### config.mk
export PLATFORM = sky130hd
export DESIGN_NAME = discharge_state_ctrl
export DESIGN_NICKNAME = d
export VERILOG_FILES = /design/src/rtl/discharge_state_ctrl.sv
export SDC_FILE = /design/constraint.sdc
export NUM_CORES = 1
export LEC_CHECK = 0
export BUFFER_PORTS_ARGS = -buffer_cell sky130_fd_sc_hd__buf_2
export CORE_MARGIN = 2
export CORE_UTILIZATION = 55
export CTS_CLUSTER_SIZE = 28
export DETAILED_ROUTE_END_ITERATION = 6
export PLACE_DENSITY = 0.75
export SYNTH_ARGS = -nofsm -noshare
export SYNTH_HDL_FRONTEND = slang
export SYNTH_SLANG_ARGS = --single-unit
export TNS_END_PERCENT = 100
### constraint.sdc
create_clock -name clk -period 5.9 [get_ports clk]
set_clock_uncertainty 0.05 [all_clocks]
set_input_delay 0.59 -clock clk [delete_from_list [all_inputs] [get_ports clk]]
set_output_delay 0.59 -clock clk [all_outputs]
set_load 0.01 [all_outputs]
### src/rtl/discharge_state_ctrl.sv
// -----------------------------------------------------------------------------
// discharge_state_ctrl
//
// Pulse-sequencing FSM for the EDM discharge loop. Each pulse is a sequence of
// three phases:
//   1. wait for breakdown, with the open-circuit voltage applied;
//   2. discharge on-time, through interleaved buck phases or through the
//      resistor;
//   3. deionisation, with all gates off.
// The controller supports continuous and single-shot operation.
//
// Parameters
//   TON_CYCLES   : discharge on-time in clk cycles (>=1)
//   TOFF_CYCLES  : deionisation time in clk cycles (>=1)
//   WAIT_TIMEOUT : max cycles spent waiting for breakdown (>=1)
//   BUCK_PERIOD  : buck PWM period in cycles (even, >=2)
//   BUCK_DUTY    : high cycles per buck phase (<= BUCK_PERIOD)
//
// Ports
//   clk            : system clock
//   rst            : synchronous reset, active-high
//   discharge_en   : global machining enable
//   single_mode    : 1 = single-shot, 0 = continuous
//   single_start   : one-cycle start request (single mode, IDLE only)
//   discharge_mode : 0 = buck interleave, 1 = resistor discharge
//   is_breakdown   : breakdown flag from the detector
//   current_state  : FSM state code (00 idle, 01 wait, 02 buck, 04 res, 80 deion)
//   vol_gate       : open-circuit voltage switch
//   buck_gate_a/_b : buck phases A and B; B is shifted by half a period
//   res_gate       : resistor discharge switch
//   pulse_count    : number of discharges started, saturating
//   timeout_pulse  : one-cycle strobe when waiting for breakdown times out
//
// All outputs are registered and decoded from the next state. As a result,
// the gates change on the same edge as current_state.
// -----------------------------------------------------------------------------
module discharge_state_ctrl #(
  parameter logic [15:0] TON_CYCLES   = 16'd500,
  parameter logic [15:0] TOFF_CYCLES  = 16'd1000,
  parameter logic [31:0] WAIT_TIMEOUT = 32'd10000000,
  parameter logic [15:0] BUCK_PERIOD  = 16'd100,
  parameter logic [15:0] BUCK_DUTY    = 16'd40
) (
  input  logic        clk,
  input  logic        rst,
  input  logic        discharge_en,
  input  logic        single_mode,
  input  logic        single_start,
  input  logic        discharge_mode,
  input  logic        is_breakdown,
  output logic [7:0]  current_state,
  output logic        vol_gate,
  output logic        buck_gate_a,
  output logic        buck_gate_b,
  output logic        res_gate,
  output logic [31:0] pulse_count,
  output logic        timeout_pulse
);

  // State codes double as the externally visible current_state value.
  localparam logic [7:0] ST_IDLE  = 8'h00;
  localparam logic [7:0] ST_WAIT  = 8'h01;
  localparam logic [7:0] ST_BUCK  = 8'h02;
  localparam logic [7:0] ST_RES   = 8'h04;
  localparam logic [7:0] ST_DEION = 8'h80;

  // Terminal counts. A counter that starts at 0 on entry and leaves at
  // N-1 gives a dwell of exactly N cycles.
  localparam logic [15:0] TON_LAST    = TON_CYCLES - 16'd1;
  localparam logic [15:0] TOFF_LAST   = TOFF_CYCLES - 16'd1;
  localparam logic [31:0] WAIT_LAST   = WAIT_TIMEOUT - 32'd1;
  localparam logic [15:0] PERIOD_LAST = BUCK_PERIOD - 16'd1;
  localparam logic [15:0] HALF_PERIOD = BUCK_PERIOD >> 1;

  // ---------------------------------------------------------------------------
  // State and counters
  // ---------------------------------------------------------------------------
  logic [7:0]  state_q, state_d;
  logic        mode_q, mode_d;          // discharge_mode latched at WAIT entry
  logic [31:0] wait_cnt_q, wait_cnt_d;
  logic [15:0] on_cnt_q, on_cnt_d;
  logic [15:0] off_cnt_q, off_cnt_d;
  logic [15:0] phase_q, phase_d;        // buck PWM phase, 0..BUCK_PERIOD-1
  logic [31:0] pulse_cnt_q, pulse_cnt_d;
  logic        timeout_q, timeout_d;

  // Registered gate outputs
  logic        vol_q, res_q;
  logic [1:0]  buck_q;                  // [0] = phase A, [1] = phase B
  logic [1:0]  buck_on_d;

  logic        in_on_q;                 // currently in BUCK or RES
  logic        stay;                    // no state change this cycle

  assign in_on_q = (state_q == ST_BUCK) || (state_q == ST_RES);
  assign stay    = (state_d == state_q);

  // ---------------------------------------------------------------------------
  // Next-state logic
  // ---------------------------------------------------------------------------
  always_comb begin
    state_d     = state_q;
    timeout_d   = 1'b0;
    pulse_cnt_d = pulse_cnt_q;

    case (state_q)
      ST_IDLE: begin
        // In single mode a start request is needed. Without enable,
        // the request is dropped.
        if (discharge_en && (!single_mode || single_start)) begin
          state_d = ST_WAIT;
        end
      end

      ST_WAIT: begin
        if (!discharge_en) begin
          state_d = ST_DEION;
        end else if (is_breakdown) begin
          // Breakdown takes priority over a coincident timeout.
          state_d = mode_q ? ST_RES : ST_BUCK;
          if (pulse_cnt_q != 32'hFFFF_FFFF) begin
            pulse_cnt_d = pulse_cnt_q + 32'd1;
          end
        end else if (wait_cnt_q == WAIT_LAST) begin
          state_d   = ST_DEION;
          timeout_d = 1'b1;
        end
      end

      ST_BUCK, ST_RES: begin
        if (!discharge_en || (on_cnt_q == TON_LAST)) begin
          state_d = ST_DEION;
        end
      end

      ST_DEION: begin
        // Deionisation always runs to completion. The decision to go
        // on is taken only at its end, so a mode change made
        // mid-pulse applies to the next pulse.
        if (off_cnt_q == TOFF_LAST) begin
          state_d = (discharge_en && !single_mode) ? ST_WAIT : ST_IDLE;
        end
      end

      default: state_d = ST_IDLE;
    endcase
  end

  // ---------------------------------------------------------------------------
  // Dwell counters: cleared on every state change, incremented while staying.
  // ---------------------------------------------------------------------------
  always_comb begin
    wait_cnt_d = '0;
    on_cnt_d   = '0;
    off_cnt_d  = '0;
    phase_d    = '0;
    mode_d     = mode_q;

    if ((state_q == ST_WAIT) && stay) begin
      wait_cnt_d = wait_cnt_q + 32'd1;
    end
    if (in_on_q && stay) begin
      on_cnt_d = on_cnt_q + 16'd1;
    end
    if ((state_q == ST_DEION) && stay) begin
      off_cnt_d = off_cnt_q + 16'd1;
    end
    if ((state_q == ST_BUCK) && stay) begin
      phase_d = (phase_q == PERIOD_LAST) ? 16'd0 : phase_q + 16'd1;
    end
    // The discharge kind is frozen for the whole pulse from WAIT entry.
    if ((state_d == ST_WAIT) && (state_q != ST_WAIT)) begin
      mode_d = discharge_mode;
    end
  end

  // ---------------------------------------------------------------------------
  // Buck phase decode. Phase gi sees the PWM counter advanced by
  // gi * BUCK_PERIOD/2, taken modulo BUCK_PERIOD. The sum is kept below
  // 2*BUCK_PERIOD, so a single conditional subtract is enough for the wrap.
  // ---------------------------------------------------------------------------
  genvar gi;
  generate
    for (gi = 0; gi < 2; gi++) begin : g_buck_phase
      localparam logic [15:0] OFFSET = (gi == 0) ? 16'd0 : HALF_PERIOD;
      logic [16:0] shifted;
      logic [15:0] wrapped;

      assign shifted = {1'b0, phase_d} + {1'b0, OFFSET};
      assign wrapped = (shifted >= {1'b0, BUCK_PERIOD})
                       ? 16'(shifted - {1'b0, BUCK_PERIOD})
                       : shifted[15:0];
      assign buck_on_d[gi] = (state_d == ST_BUCK) && (wrapped < BUCK_DUTY);
    end
  endgenerate

  // ---------------------------------------------------------------------------
  // Registers
  // ---------------------------------------------------------------------------
  always_ff @(posedge clk) begin
    if (rst) begin
      state_q     <= ST_IDLE;
      mode_q      <= 1'b0;
      wait_cnt_q  <= '0;
      on_cnt_q    <= '0;
      off_cnt_q   <= '0;
      phase_q     <= '0;
      pulse_cnt_q <= '0;
      timeout_q   <= 1'b0;
      vol_q       <= 1'b0;
      res_q       <= 1'b0;
      buck_q      <= 2'b00;
    end else begin
      state_q     <= state_d;
      mode_q      <= mode_d;
      wait_cnt_q  <= wait_cnt_d;
      on_cnt_q    <= on_cnt_d;
      off_cnt_q   <= off_cnt_d;
      phase_q     <= phase_d;
      pulse_cnt_q <= pulse_cnt_d;
      timeout_q   <= timeout_d;
      // Gates are decoded from the next state. Only one gate group can
      // be active at a time.
      vol_q       <= (state_d == ST_WAIT);
      res_q       <= (state_d == ST_RES);
      buck_q      <= buck_on_d;
    end
  end

  assign current_state = state_q;
  assign vol_gate      = vol_q;
  assign res_gate      = res_q;
  assign buck_gate_a   = buck_q[0];
  assign buck_gate_b   = buck_q[1];
  assign pulse_count   = pulse_cnt_q;
  assign timeout_pulse = timeout_q;

endmodule
==> impl_metrics.yaml <==
critical_path:
  cp_data_arrival_time_ns: 5.40
  startpoint_type: "register"
  endpoint_kind: "register"
  worstSetupPathType: "register to register"
  required_ns: 6.18
  path_max_fanout: 13
placement:
  place_hpwl_um: 11590
  gp_congestion: 0.9423
  io_buffers: 51
  place_ws_ns: 0.8483
  place_area_mm2: 0.007310
die:
  die_w_um: 116.4
  num_rows: 41
  die_y_um: 116.4
  die_area_mm2: 0.01355
  initial_utilization: 0.5574
  io_pins: 52
  core_area_mm2: 0.01247
detailed_routing:
  antenna_left: 0
  drc_errors: 0
  viasPerCell: 5.806
  totalWireLength_um: 16490
  dr_total_vias: 6294
  wire_per_inst_um: 15.21
  first_pass_iters: 6
  first_iter_violations: 538
sta:
  grt_setup_unrepaired: "no"
  worst_pin_slew_ns: 1.037
  hold_viol: 0
  fin_ws_ns: 0.7798
  slew_headroom: 0.3069
  final_max_slew_viol_count: 0
  max_freq_mhz: 195.3
  period_needed_ns: 5.120
  finalSetupViolCount: 0
  tns_ns: 0
  period_share: 0.8678
clocking:
  htree_num_levels: 4
  cts_hold_buf: 0
  insertion_delay_ns: 0.42
  clk_pin_slew_ns: 0.06
  tritoncts: "built"
  cts_setup_buffers: 0
  cts.sinks: 126
  cts_resized: 0
  root_buffer: "clkbuf_16"
  cts_buffers: 17
  clockBufferDepth: 2
synthesis:
  syn_avg_cell_area_um2: 8.136
  ys_seq_area_frac: 0.3630
  synth_warnings: 0
  synth_ff_type: "dfxtp_1"
  synthArstFlopShare: 0
  yosys.cell_types.count: 78
  synth_area_mm2: 0.006948
  synth-edff-count: 0
  syn_inst: 854
  ys_seq_elements: 126
power:
  p_per_area_mw_per_mm2: 236.8
  vdd_ir_drop_max_mv: 0.2027
  finalPower_mw: 1.866
  power.static_leakage_nw: 2.788
final_layout:
  drive_above_1_share: 0.1217
  diodes: 0
  fin_nets: 917
  areaGrowthSynthToFinish_pct: 13.38
  seq_area_mm2: 0.002522
  fin_area_mm2: 0.007878
  multi_input_area_mm2: 0.004200
  nFillCells: 1110
global_route:
  grt_pass1_wl_um: 27700
  gr-total-overflow: 0
  grt_usage: 0.2574
  grt_max_degree: 47
  antenna_found_initial: 0
  grt_pass1_vias: 5835
min_path:
  hp-class: "input pin to register"
run_status:
  status: "finished, final reports clean"
flow_run:
  maxCapViolations: 0
[kinds of logic (layout without fill, tap and decap cells)]
group           Yosys count  in the layout  synth area share
compound gates          129            129            0.1302
buf+inv                  54            109           0.03404
fa+ha+maj                11             11           0.01981
xor+xnor                107            107            0.1369
flops                   126            126            0.3630
mux                       3              3          0.004322
other cells               1              4         0.0005397
simple gates            423            423            0.3112
[layout by cell type (no fill, tap or decap), drive strengths merged, types with 4 or more instances in the layout]
cell,n
o21ai,31
ha,11
xnor2,48
nand2,66
a21o,4
nor4b,6
or4,9
a2111oi,4
a211o,5
nor2,138
and4,7
o21a,5
nand3,61
or2,6
nor3,21
clkbuf,20
nand2b,8
nor3b,5
dfxtp,126
a31oi,4
or3,19
xor2,58
nor4,10
and2,7
a211oi,4
inv,23
o31ai,4
a21oi,38
nand4,25
o211ai,4
and3,22
conb,4
clkinvlp,6
buf,56
nand4b,4
[path summary, 6_finish.rpt]
kind / startpoint / endpoint / slack, ns / cells past startpoint
setup / recovery: current_state[3]$_SDFF_PP0_ / buck_q[1]$_SDFF_PP0_ / 0.78 / 18
hold reg to reg: off_cnt_q[0]$_SDFF_PP0_ / off_cnt_q[0]$_SDFF_PP0_ / 0.41 / 1
setup reg to reg: current_state[3]$_SDFF_PP0_ / buck_q[1]$_SDFF_PP0_ / 0.78 / 18
hold / removal: discharge_mode / mode_q$_SDFFE_PP0P_ / 0.35 / 3
[metrics by stage]
step | hold slack [ns] | instances | util
CTS | 0.3466 | 1084 | 0.6319
global placement | 0.3833 | 1052 | 0.5864
global route | 0.3684 | 1084 | 0.6319
finish | 0.3521 | 1084 | 0.6319
detailed placement | 0.3879 | 1052 | 0.5864
floorplan | 0.3675 | 857 | -
[power by group]
group | internal, mW | leakage (nW) | total (mW) | switching (mW)
clock network | 0.602 | 0.261 | 0.996 | 0.394
registers | 0.853 | 1.02 | 0.854 | 0.000873
logic | 0.00460 | 1.51 | 0.0157 | 0.0111
total | 1.46 | 2.79 | 1.87 | 0.406
[registers in the layout, indices dropped and copies added, names as in the netlist]
| register | flops |
|---|---|
| res_gate | 1 |
| phase_q | 16 |
| off_cnt_q | 16 |
| mode_q | 1 |
| on_cnt_q | 16 |
| timeout_pulse | 1 |
| buck_q | 2 |
| current_state | 8 |
| pulse_count | 32 |
| wait_cnt_q | 32 |
| vol_gate | 1 |
[synthesized netlist by cell type (all sizes together), types with 19 or more instances]
| cell | instances | area share |
|---|---|---|
| inv | 21 | 0.011 |
| and3 | 22 | 0.020 |
| o21ai | 31 | 0.022 |
| nand3 | 61 | 0.045 |
| xnor2 | 48 | 0.061 |
| nand4 | 25 | 0.023 |
| clkbuf | 21 | 0.011 |
| nand2 | 66 | 0.036 |
| nor3 | 21 | 0.015 |
| xor2 | 58 | 0.073 |
| nor2 | 138 | 0.075 |
| dfxtp | 126 | 0.36 |
| a21oi | 38 | 0.030 |
| or3 | 19 | 0.018 |
[metal layers]
metal	wire length, µm	part of all wire	GRT usage
met5	0	0	0
met4	384	0.023	0.1032
met3	1133	0.069	0.07109
met2	7508	0.46	0.4047
met1	7458	0.45	0.3365
[critical path, cell delays in order (launching register included)]
cell	delay (ns)
dfxtp_1	0.30
or4_1	0.68
nor4_2	0.34
nand3_1	0.17
a21oi_1	0.16
buf_4	0.22
nand2b_1	0.11
inv_1	0.11
ha_1	0.30
nand3b_1	0.11
mux2i_1	0.23
a21o_1	0.19
o21ai_1	0.12
a211o_1	0.35
a311oi_2	0.27
o21ai_1	0.13
or4_4	0.56
or3_1	0.39
a221oi_2	0.23
[final cells by class]
cell class	instances	area share
sequential	126	0.3202
inverter	21	0.01001
clock inverter	12	0.01414
timing repair buffer	56	0.03717
clock buffer	20	0.05797
tap	172	0.02732
multi-input combinational	677	0.5332
Power figures use the tool's default switching activity.
